## config.mk

```make
export PLATFORM = sky130hd
export DESIGN_NAME = alu_result_uart_tx
export DESIGN_NICKNAME = d
export VERILOG_FILES = /design/src/rtl/alu_result_uart_tx.sv
export SDC_FILE = /design/constraint.sdc
export NUM_CORES = 1
export LEC_CHECK = 0
export CAP_MARGIN = 20
export CORE_UTILIZATION = 49
export DETAILED_ROUTE_END_ITERATION = 10
export PLACE_DENSITY = 0.74
export SLEW_MARGIN = 20
export SYNTH_ARGS = -nofsm -noshare
export SYNTH_HDL_FRONTEND = slang
export SYNTH_SLANG_ARGS = --single-unit
```

## constraint.sdc

```tcl
create_clock -name clk -period 2.7 [get_ports clk]
set_input_delay 0.675 -clock clk [delete_from_list [all_inputs] [get_ports clk]]
set_output_delay 0.675 -clock clk [all_outputs]
set_load 0.03 [all_outputs]
```

## src/rtl/alu_result_uart_tx.sv

```systemverilog
// alu_result_uart_tx: shifts ALU result bytes out as UART frames
// (start, 8 data bits LSB first, optional even parity, stop) on one pin.
//
// Handshake: a byte transfers on a rising edge where res_valid && res_ready.
// res_ready is registered and high only in IDLE. res_data/res_valid are
// ignored while res_ready is low, and the byte is held internally once
// accepted. res_valid may drop without a transfer.
module alu_result_uart_tx #(
    parameter int CLKS_PER_BIT = 16,
    parameter bit PARITY_EN    = 1'b0
) (
    input  logic       clk,
    input  logic       rst,
    input  logic [7:0] res_data,
    input  logic       res_valid,
    output logic       res_ready,
    output logic       tx,
    output logic       busy,
    output logic [7:0] frames_sent,
    output logic [2:0] state
);

    localparam int BAUD_W = (CLKS_PER_BIT > 2) ? $clog2(CLKS_PER_BIT) : 1;
    localparam logic [BAUD_W-1:0] BAUD_LAST = BAUD_W'(CLKS_PER_BIT - 1);

    localparam logic [2:0] S_IDLE   = 3'd0;
    localparam logic [2:0] S_START  = 3'd1;
    localparam logic [2:0] S_DATA   = 3'd2;
    localparam logic [2:0] S_PARITY = 3'd3;
    localparam logic [2:0] S_STOP   = 3'd4;

    logic [BAUD_W-1:0] baud_cnt;
    logic [2:0]        bit_idx;
    logic [7:0]        shreg;
    logic              parity;
    logic              baud_done;

    // Terminal count of the per-bit cycle counter.
    assign baud_done = (baud_cnt == BAUD_LAST);

    // Frame sequencer. tx, res_ready and busy are registered alongside
    // the state so each takes its new value on the same edge the state
    // changes; every counter clears on a state change.
    always_ff @(posedge clk or posedge rst) begin
        if (rst) begin
            state       <= S_IDLE;
            tx          <= 1'b1;
            res_ready   <= 1'b1;
            busy        <= 1'b0;
            frames_sent <= 8'd0;
            baud_cnt    <= '0;
            bit_idx     <= 3'd0;
            shreg       <= 8'd0;
            parity      <= 1'b0;
        end else begin
            case (state)
                S_IDLE: begin
                    tx <= 1'b1;
                    if (res_valid && res_ready) begin
                        shreg     <= res_data;
                        parity    <= ^res_data;
                        state     <= S_START;
                        tx        <= 1'b0;
                        res_ready <= 1'b0;
                        busy      <= 1'b1;
                        baud_cnt  <= '0;
                        bit_idx   <= 3'd0;
                    end
                end
                S_START: begin
                    if (baud_done) begin
                        state    <= S_DATA;
                        tx       <= shreg[0];
                        baud_cnt <= '0;
                        bit_idx  <= 3'd0;
                    end else begin
                        baud_cnt <= baud_cnt + 1'b1;
                    end
                end
                S_DATA: begin
                    if (baud_done) begin
                        baud_cnt <= '0;
                        if (bit_idx == 3'd7) begin
                            bit_idx <= 3'd0;
                            if (PARITY_EN) begin
                                state <= S_PARITY;
                                tx    <= parity;
                            end else begin
                                state <= S_STOP;
                                tx    <= 1'b1;
                            end
                        end else begin
                            bit_idx <= bit_idx + 3'd1;
                            shreg   <= {1'b0, shreg[7:1]};
                            tx      <= shreg[1];
                        end
                    end else begin
                        baud_cnt <= baud_cnt + 1'b1;
                    end
                end
                S_PARITY: begin
                    if (baud_done) begin
                        state    <= S_STOP;
                        tx       <= 1'b1;
                        baud_cnt <= '0;
                        bit_idx  <= 3'd0;
                    end else begin
                        baud_cnt <= baud_cnt + 1'b1;
                    end
                end
                S_STOP: begin
                    if (baud_done) begin
                        state       <= S_IDLE;
                        tx          <= 1'b1;
                        res_ready   <= 1'b1;
                        busy        <= 1'b0;
                        frames_sent <= frames_sent + 8'd1;
                        baud_cnt    <= '0;
                        bit_idx     <= 3'd0;
                    end else begin
                        baud_cnt <= baud_cnt + 1'b1;
                    end
                end
                default: begin
                    state     <= S_IDLE;
                    tx        <= 1'b1;
                    res_ready <= 1'b1;
                    busy      <= 1'b0;
                    baud_cnt  <= '0;
                    bit_idx   <= 3'd0;
                end
            endcase
        end
    end

endmodule

```

==> results of run 1 <==
## power by group through the flow
stage	registers (W)	logic [W]	clock network (W)
floorplan	0.000450	0.0000145	0
global placement	0.000449	0.0000358	0
detailed placement	0.000449	0.0000370	0
CTS	0.000441	0.0000370	0.000311
global route	0.000441	0.0000401	0.000326
finish	0.000441	0.0000358	0.000300
## registers in the layout, indices dropped and copies added, names as in the netlist
signal,count
baud_cnt,4
bit_idx,3
busy,1
frames_sent,8
res_ready,1
shreg,8
state,3
tx,1
## synthesized netlist by cell type, types with 2 or more instances
master                     instances
sky130_fd_sc_hd__nand4_1           5
sky130_fd_sc_hd__mux2i_1           3
sky130_fd_sc_hd__ha_1              5
sky130_fd_sc_hd__clkbuf_1          5
sky130_fd_sc_hd__nand3_1           7
sky130_fd_sc_hd__and3_1            2
sky130_fd_sc_hd__nor2_1            3
sky130_fd_sc_hd__mux2_4            7
sky130_fd_sc_hd__dfrtp_1          27
sky130_fd_sc_hd__nand2_1          10
sky130_fd_sc_hd__o21ai_0           5
sky130_fd_sc_hd__a21oi_1           3
sky130_fd_sc_hd__mux2_2            7
sky130_fd_sc_hd__xnor2_1           7
sky130_fd_sc_hd__dfstp_2           2
sky130_fd_sc_hd__and4_1            2
sky130_fd_sc_hd__inv_1             6
## final cells by class
class	count	share of cell area
multi-input cells	91	0.400
repair buffers	29	0.147
flip-flops and latches	29	0.384
inverters	6	0.0119
clock buffers	7	0.0343
clock inverters	1	0.00264
well taps	31	0.0205
## routing by layer
| metal | wire length [um] | global-route usage | share of wire | up-vias |
|---|---|---|---|---|
| met5 | 0 | 0 | 0 | - |
| met4 | 65 | 0.109 | 0.021 | 0 |
| met3 | 103 | 0.0469 | 0.033 | 7 |
| met2 | 1630 | 0.376 | 0.52 | 24 |
| met1 | 1320 | 0.258 | 0.42 | 543 |
| li1 | - | - | - | 545 |
## stage by stage
| step | hold WS [ns] | total power [W] | setup WS [ns] | area (um^2) |
|---|---|---|---|---|
| floorplan | 0.457 | 0.000465 | 0.781 | 1530 |
| global placement | 0.464 | 0.000485 | 0.435 | 1830 |
| detailed placement | 0.473 | 0.000486 | 0.384 | 1830 |
| CTS | 0.490 | 0.000789 | 0.411 | 1900 |
| global route | 0.519 | 0.000808 | 0.321 | 1900 |
| finish | 0.481 | 0.000776 | 0.422 | 1900 |
## worst max-delay path by stage
stage | startpoint | to | cells after the start
6_report | state[1] | state[1] | 1
5_1_grt | state[1] | state[1] | 1
4_1_cts | state[1] | state[1] | 1
3_5_place_dp | res_valid | shreg[3] | 4
3_3_place_gp | res_valid | shreg[2] | 4
2_1_floorplan | state[2] | shreg[0] | 3
## cells by family after synthesis
family          after synthesis  share of synthesized area
compound gates               19                      0.102
simple gates                 41                      0.159
xor+xnor                      8                     0.0457
buf+inv                      12                     0.0302
mux                          18                      0.147
fa+ha+maj                     5                     0.0408
flops                        29                      0.475
==> flow_metrics.tcl, run 1 <==
set metrics [dict create \
    rsz0062_at_grt "false" \
    tritoncts "yes" \
    io_buffers 24 \
    cts_buffers 5 \
    cp.buffers_inverters 1 \
    design.portCount 25 \
    critical_path_class "register to output pin" \
    finalCritPeriodShare 0.844 \
    cp_max_fo 11 \
    worstRegToRegCells 4 \
    floorplan.die_area_um2 3360 \
    multiInputGateArea_um2 758 \
    pwr-share-clk 0.386 \
    post_cts_resize_count 0 \
    max_cap_violations 0 \
    max-clock-path-buffers 2 \
    crit_required_ns 2.03 \
    detail_route.wl_per_cell_um 16.0 \
    fillers 224 \
    syn_area_per_cell_um2 11.6 \
    drt-total-wl_mm 3.11 \
    root_buffer "sky130_fd_sc_hd__clkbuf_4" \
    synthArstFlopShare 1.00 \
    path_cells "clkdlybuf4s50_1" \
    regToRegEndpoint "shreg[3]" \
    yosysWarnings 0 \
    netSwitchingPower_w 0.000166 \
    max_slew_margin 0.601 \
    layout_commonest_cell "sky130_fd_sc_hd__dfrtp_1" \
    drv_slew 0 \
    viasPerCell 5.77 \
    tritoncts_num_sinks 29 \
    postLayoutCoreUtil 0.664 \
    grt_first_pass_wirelength_mm 5.42 \
    post_synth_num_cell_types 43 \
    rr_startpoint "baud_cnt[0]" \
    seq_area_frac_synth 0.475 \
    count_of_placed_standard_cells_in_the_final_layout_fillers_left_out 194 \
    timing.clock.skew_ns 0.00503 \
    ys_dominant_reg_cell "sky130_fd_sc_hd__dfrtp_1" \
    syn_area_um2 1530 \
    n_antenna_cell 0 \
    drc_errors 1 \
    placed_cells 186 \
    period_needed_ns 2.28 \
    synth-seq-cells 29 \
    vias 1119 \
    antenna_found_initial 0 \
    synth.top_cell.area_share 0.441 \
    worstHoldEndpoint "frames_sent[7]" \
    timing.hold.worst.start "frames_sent[7]" \
    synthesis.nets 148 \
    cp_slowest_stage_delay_ns 0.74 \
    globalRouteOverflowTotal 0 \
    floorplan.die.height_um 57.9 \
    finalNetCount 178 \
    gp_congestion 0.806 \
    hpwlAfterDp_mm 2.30 \
    holdBufCountCts 0 \
    worst-r2r-setup-slack_ns 0.62 \
    share_of_layout_cells_above_drive_strength_1 0.202 \
    peakVddDrop_v 0.000321 \
    fmaxAchievable_mhz 439 \
    count_of_flip_flops_with_a_built_in_enable_after_synthesis 0 \
    worstSetupEndpointType "output pin" \
    violations "DRC" \
    highest_count_cells_in_the_layout_ignoring_fill_and_taps "sky130_fd_sc_hd__dfrtp_1 (27), sky130_fd_sc_hd__clkdlybuf4s50_1 (24), sky130_fd_sc_hd__nand2_1 (10)" \
    cpLargestDelayFamily "buffers and inverters" \
    detail_route.first_pass.iterations 9 \
    start_kind "register" \
    p_int_w 0.000611 \
    htree_num_levels 2 \
    static-leakage-power_nw 0.839 \
    maximum_number_of_pins_on_one_net_before_global_route_repair 30 \
    switching_share 0.213 \
    hold_violations 0 \
    core.rowCount 19 \
    slew_at_the_pin_closest_to_its_max_slew_limit_ns 0.596 \
    grt_use_total 0.218 \
    netlist_instances 132 \
    cts.repair_timing.setup_buffer_count 0 \
    status "complete, but fails checks" \
    grt_pass1_vias 1168 \
    combinationalPowerShare 0.046 \
    netlist.top_cell.by_area "sky130_fd_sc_hd__dfrtp_1" \
    hold-path-cell-count 1 \
    floorplan.initialDensity 0.537 \
    seqCellArea_um2 728 \
    iter_0_drt_violations 33 \
    timing.hold.worst.class "register to register" \
    critPathArrivalTime_ns 1.60 \
    route.antenna.remaining_nets 0 \
    die_x_um 57.9 \
    timing.critical_path.slowest_stage_cell "sky130_fd_sc_hd__clkdlybuf4s50_1" \
    synth_top_cells_by_area "sky130_fd_sc_hd__dfrtp_1 (44%), sky130_fd_sc_hd__mux2_4 (6.9%), sky130_fd_sc_hd__mux2_2 (5.1%)" \
    clk_latency_ns 0.33 \
    area_growth_syn_to_layout_pct 23.7 \
    setup_viol_count_final 0 \
    clk_pin_slew_ns 0.09 \
    design.core.area_um2 2850 \
    totalNegativeSetupSlack_ns 0 \
    power.share.sequential 0.568 \
    power_per_cell_area_nw_per_um2 410 \
]
(Power assumes the default switching activity.)
==> run 2: changes to the inputs <==
clock period = 2.1 ns   (was 2.7 ns; I/O delays follow)
==> run 2 against run 1 <==
Against the previous run: the flow still finishes with violations (DRC); global-route usage down 0.79 points; critical path type unchanged; register-to-register slack worse by 0.43 ns; die area unchanged; clock skew up 0.0024 ns; final cell count up 2.1%.
==> flow_metrics.tcl, run 2 (synthesis results as in run 1) <==
set metrics [dict create \
    violations "DRC" \
    worstSetupEndpointType "output pin" \
    iter_0_drt_violations 37 \
    hold_violations 0 \
    grt_use_total 0.211 \
    finalCritPeriodShare 0.973 \
    switching_share 0.218 \
    critPathArrivalTime_ns 1.52 \
    design.core.area_um2 2850 \
    vias 1150 \
    setup_viol_count_final 0 \
    cpLargestDelayFamily "buffers and inverters" \
    netSwitchingPower_w 0.000209 \
    count_of_placed_standard_cells_in_the_final_layout_fillers_left_out 198 \
    placed_cells 191 \
    finalNetCount 183 \
    timing.critical_path.slowest_stage_cell "sky130_fd_sc_hd__clkdlybuf4s50_1" \
    hpwlAfterDp_mm 2.13 \
    floorplan.initialDensity 0.537 \
    start_kind "register" \
    holdBufCountCts 0 \
    path_cells "clkdlybuf4s50_1" \
    fmaxAchievable_mhz 489 \
    cts_buffers 5 \
    critical_path_class "register to output pin" \
    clk_pin_slew_ns 0.08 \
    period_needed_ns 2.04 \
    antenna_found_initial 0 \
    htree_num_levels 2 \
    area_growth_syn_to_layout_pct 25.0 \
    globalRouteOverflowTotal 0 \
    cp_max_fo 2 \
    rsz0062_at_grt "false" \
    crit_required_ns 1.57 \
    post_cts_resize_count 2 \
    max-clock-path-buffers 2 \
    viasPerCell 5.81 \
    timing.hold.worst.class "register to register" \
    grt_pass1_vias 1172 \
    grt_first_pass_wirelength_mm 5.28 \
    highest_count_cells_in_the_layout_ignoring_fill_and_taps "sky130_fd_sc_hd__dfrtp_1 (27), sky130_fd_sc_hd__clkdlybuf4s50_1 (22), sky130_fd_sc_hd__nand2_1 (10), sky130_fd_sc_hd__buf_4 (10)" \
    share_of_layout_cells_above_drive_strength_1 0.216 \
    clk_latency_ns 0.33 \
    io_buffers 24 \
    cp_slowest_stage_delay_ns 0.66 \
    max_cap_violations 0 \
    hold_slack_ns 0.477 \
    combinationalPowerShare 0.048 \
    p_int_w 0.000749 \
    gp_congestion 0.809 \
    detail_route.wl_per_cell_um 14.9 \
    drv_slew 0 \
    peakVddDrop_v 0.000315 \
    cp.buffers_inverters 1 \
    pwr-share-clk 0.361 \
    status "complete, but fails checks" \
    slew_at_the_pin_closest_to_its_max_slew_limit_ns 0.581 \
    detail_route.first_pass.iterations 7 \
    drt-total-wl_mm 2.96 \
    route.antenna.remaining_nets 0 \
    floorplan.die.height_um 57.9 \
    postLayoutCoreUtil 0.671 \
    layout_commonest_cell "sky130_fd_sc_hd__dfrtp_1" \
    floorplan.die_area_um2 3360 \
    power.share.sequential 0.592 \
    top_regs "frames_sent (8), shreg (8), baud_cnt (4)" \
    timing.clock.skew_ns 0.00746 \
    max_slew_margin 0.612 \
    root_buffer "sky130_fd_sc_hd__clkbuf_4" \
    cts.repair_timing.setup_buffer_count 0 \
    drc_errors 2 \
    tritoncts_num_sinks 29 \
    design.portCount 25 \
    tritoncts "yes" \
    static-leakage-power_nw 0.860 \
    n_antenna_cell 0 \
    totalNegativeSetupSlack_ns 0 \
    die_x_um 57.9 \
    maximum_number_of_pins_on_one_net_before_global_route_repair 30 \
    power_per_cell_area_nw_per_um2 500 \
    core.rowCount 19 \
]
run 2: changes by cell type in the layout (fill, tap and decap cells not counted):
cell,before,now
sky130_fd_sc_hd__clkbuf_1,0,1
sky130_fd_sc_hd__clkdlybuf4s50_1,24,22
sky130_fd_sc_hd__clkbuf_8,2,1
sky130_fd_sc_hd__buf_4,5,10
sky130_fd_sc_hd__dlygate4sd2_1,0,2
sky130_fd_sc_hd__clkinv_2,1,0
run 2: final cells by class:
type	instances	area [um^2]
well taps	31	38.8
multi-input cells	91	758
fillers	230	937
flip-flops and latches	29	728
clock buffers	7	55.1
repair buffers	34	313
inverters	6	22.5
run 2: path summary, 6_finish.rpt:
path	startpoint	endpoint	slack, ns	cells after the start
setup / recovery	tx	tx	0.06	1
hold / removal	frames_sent[7]	frames_sent[7]	0.48	1
setup reg to reg	state[1]	shreg[6]	0.19	3
hold reg to reg	frames_sent[7]	frames_sent[7]	0.48	1
max in group asynchronous	rst	tx	1.22	3
min in group asynchronous	rst	bit_idx[2]	0.56	3
run 2: power by group through the flow:
stage | Clock (W) | Sequential, W | Combinational, W
after detailed placement | 0 | 0.000578 | 0.0000474
after global routing | 0.000378 | 0.000568 | 0.0000508
after CTS | 0.000358 | 0.000567 | 0.0000472
final | 0.000345 | 0.000567 | 0.0000458
after global placement | 0 | 0.000577 | 0.0000462
after floorplan | 0 | 0.000579 | 0.0000187
run 2: metal layers:
metal  share of wire  track usage
met5               0            0
met4           0.025        0.122
met3           0.047       0.0491
met2            0.49        0.348
met1            0.44        0.251
run 2: metrics by stage:
stage | setup WS [ns] | power [W] | instance area (um^2)
floorplan | 0.181 | 0.000597 | 1530
global placement | 0.0292 | 0.000624 | 1860
detailed placement | 0.00704 | 0.000625 | 1860
CTS | 0.0412 | 0.000972 | 1920
global route | 0.0116 | 0.000996 | 1920
finish | 0.0567 | 0.000958 | 1920
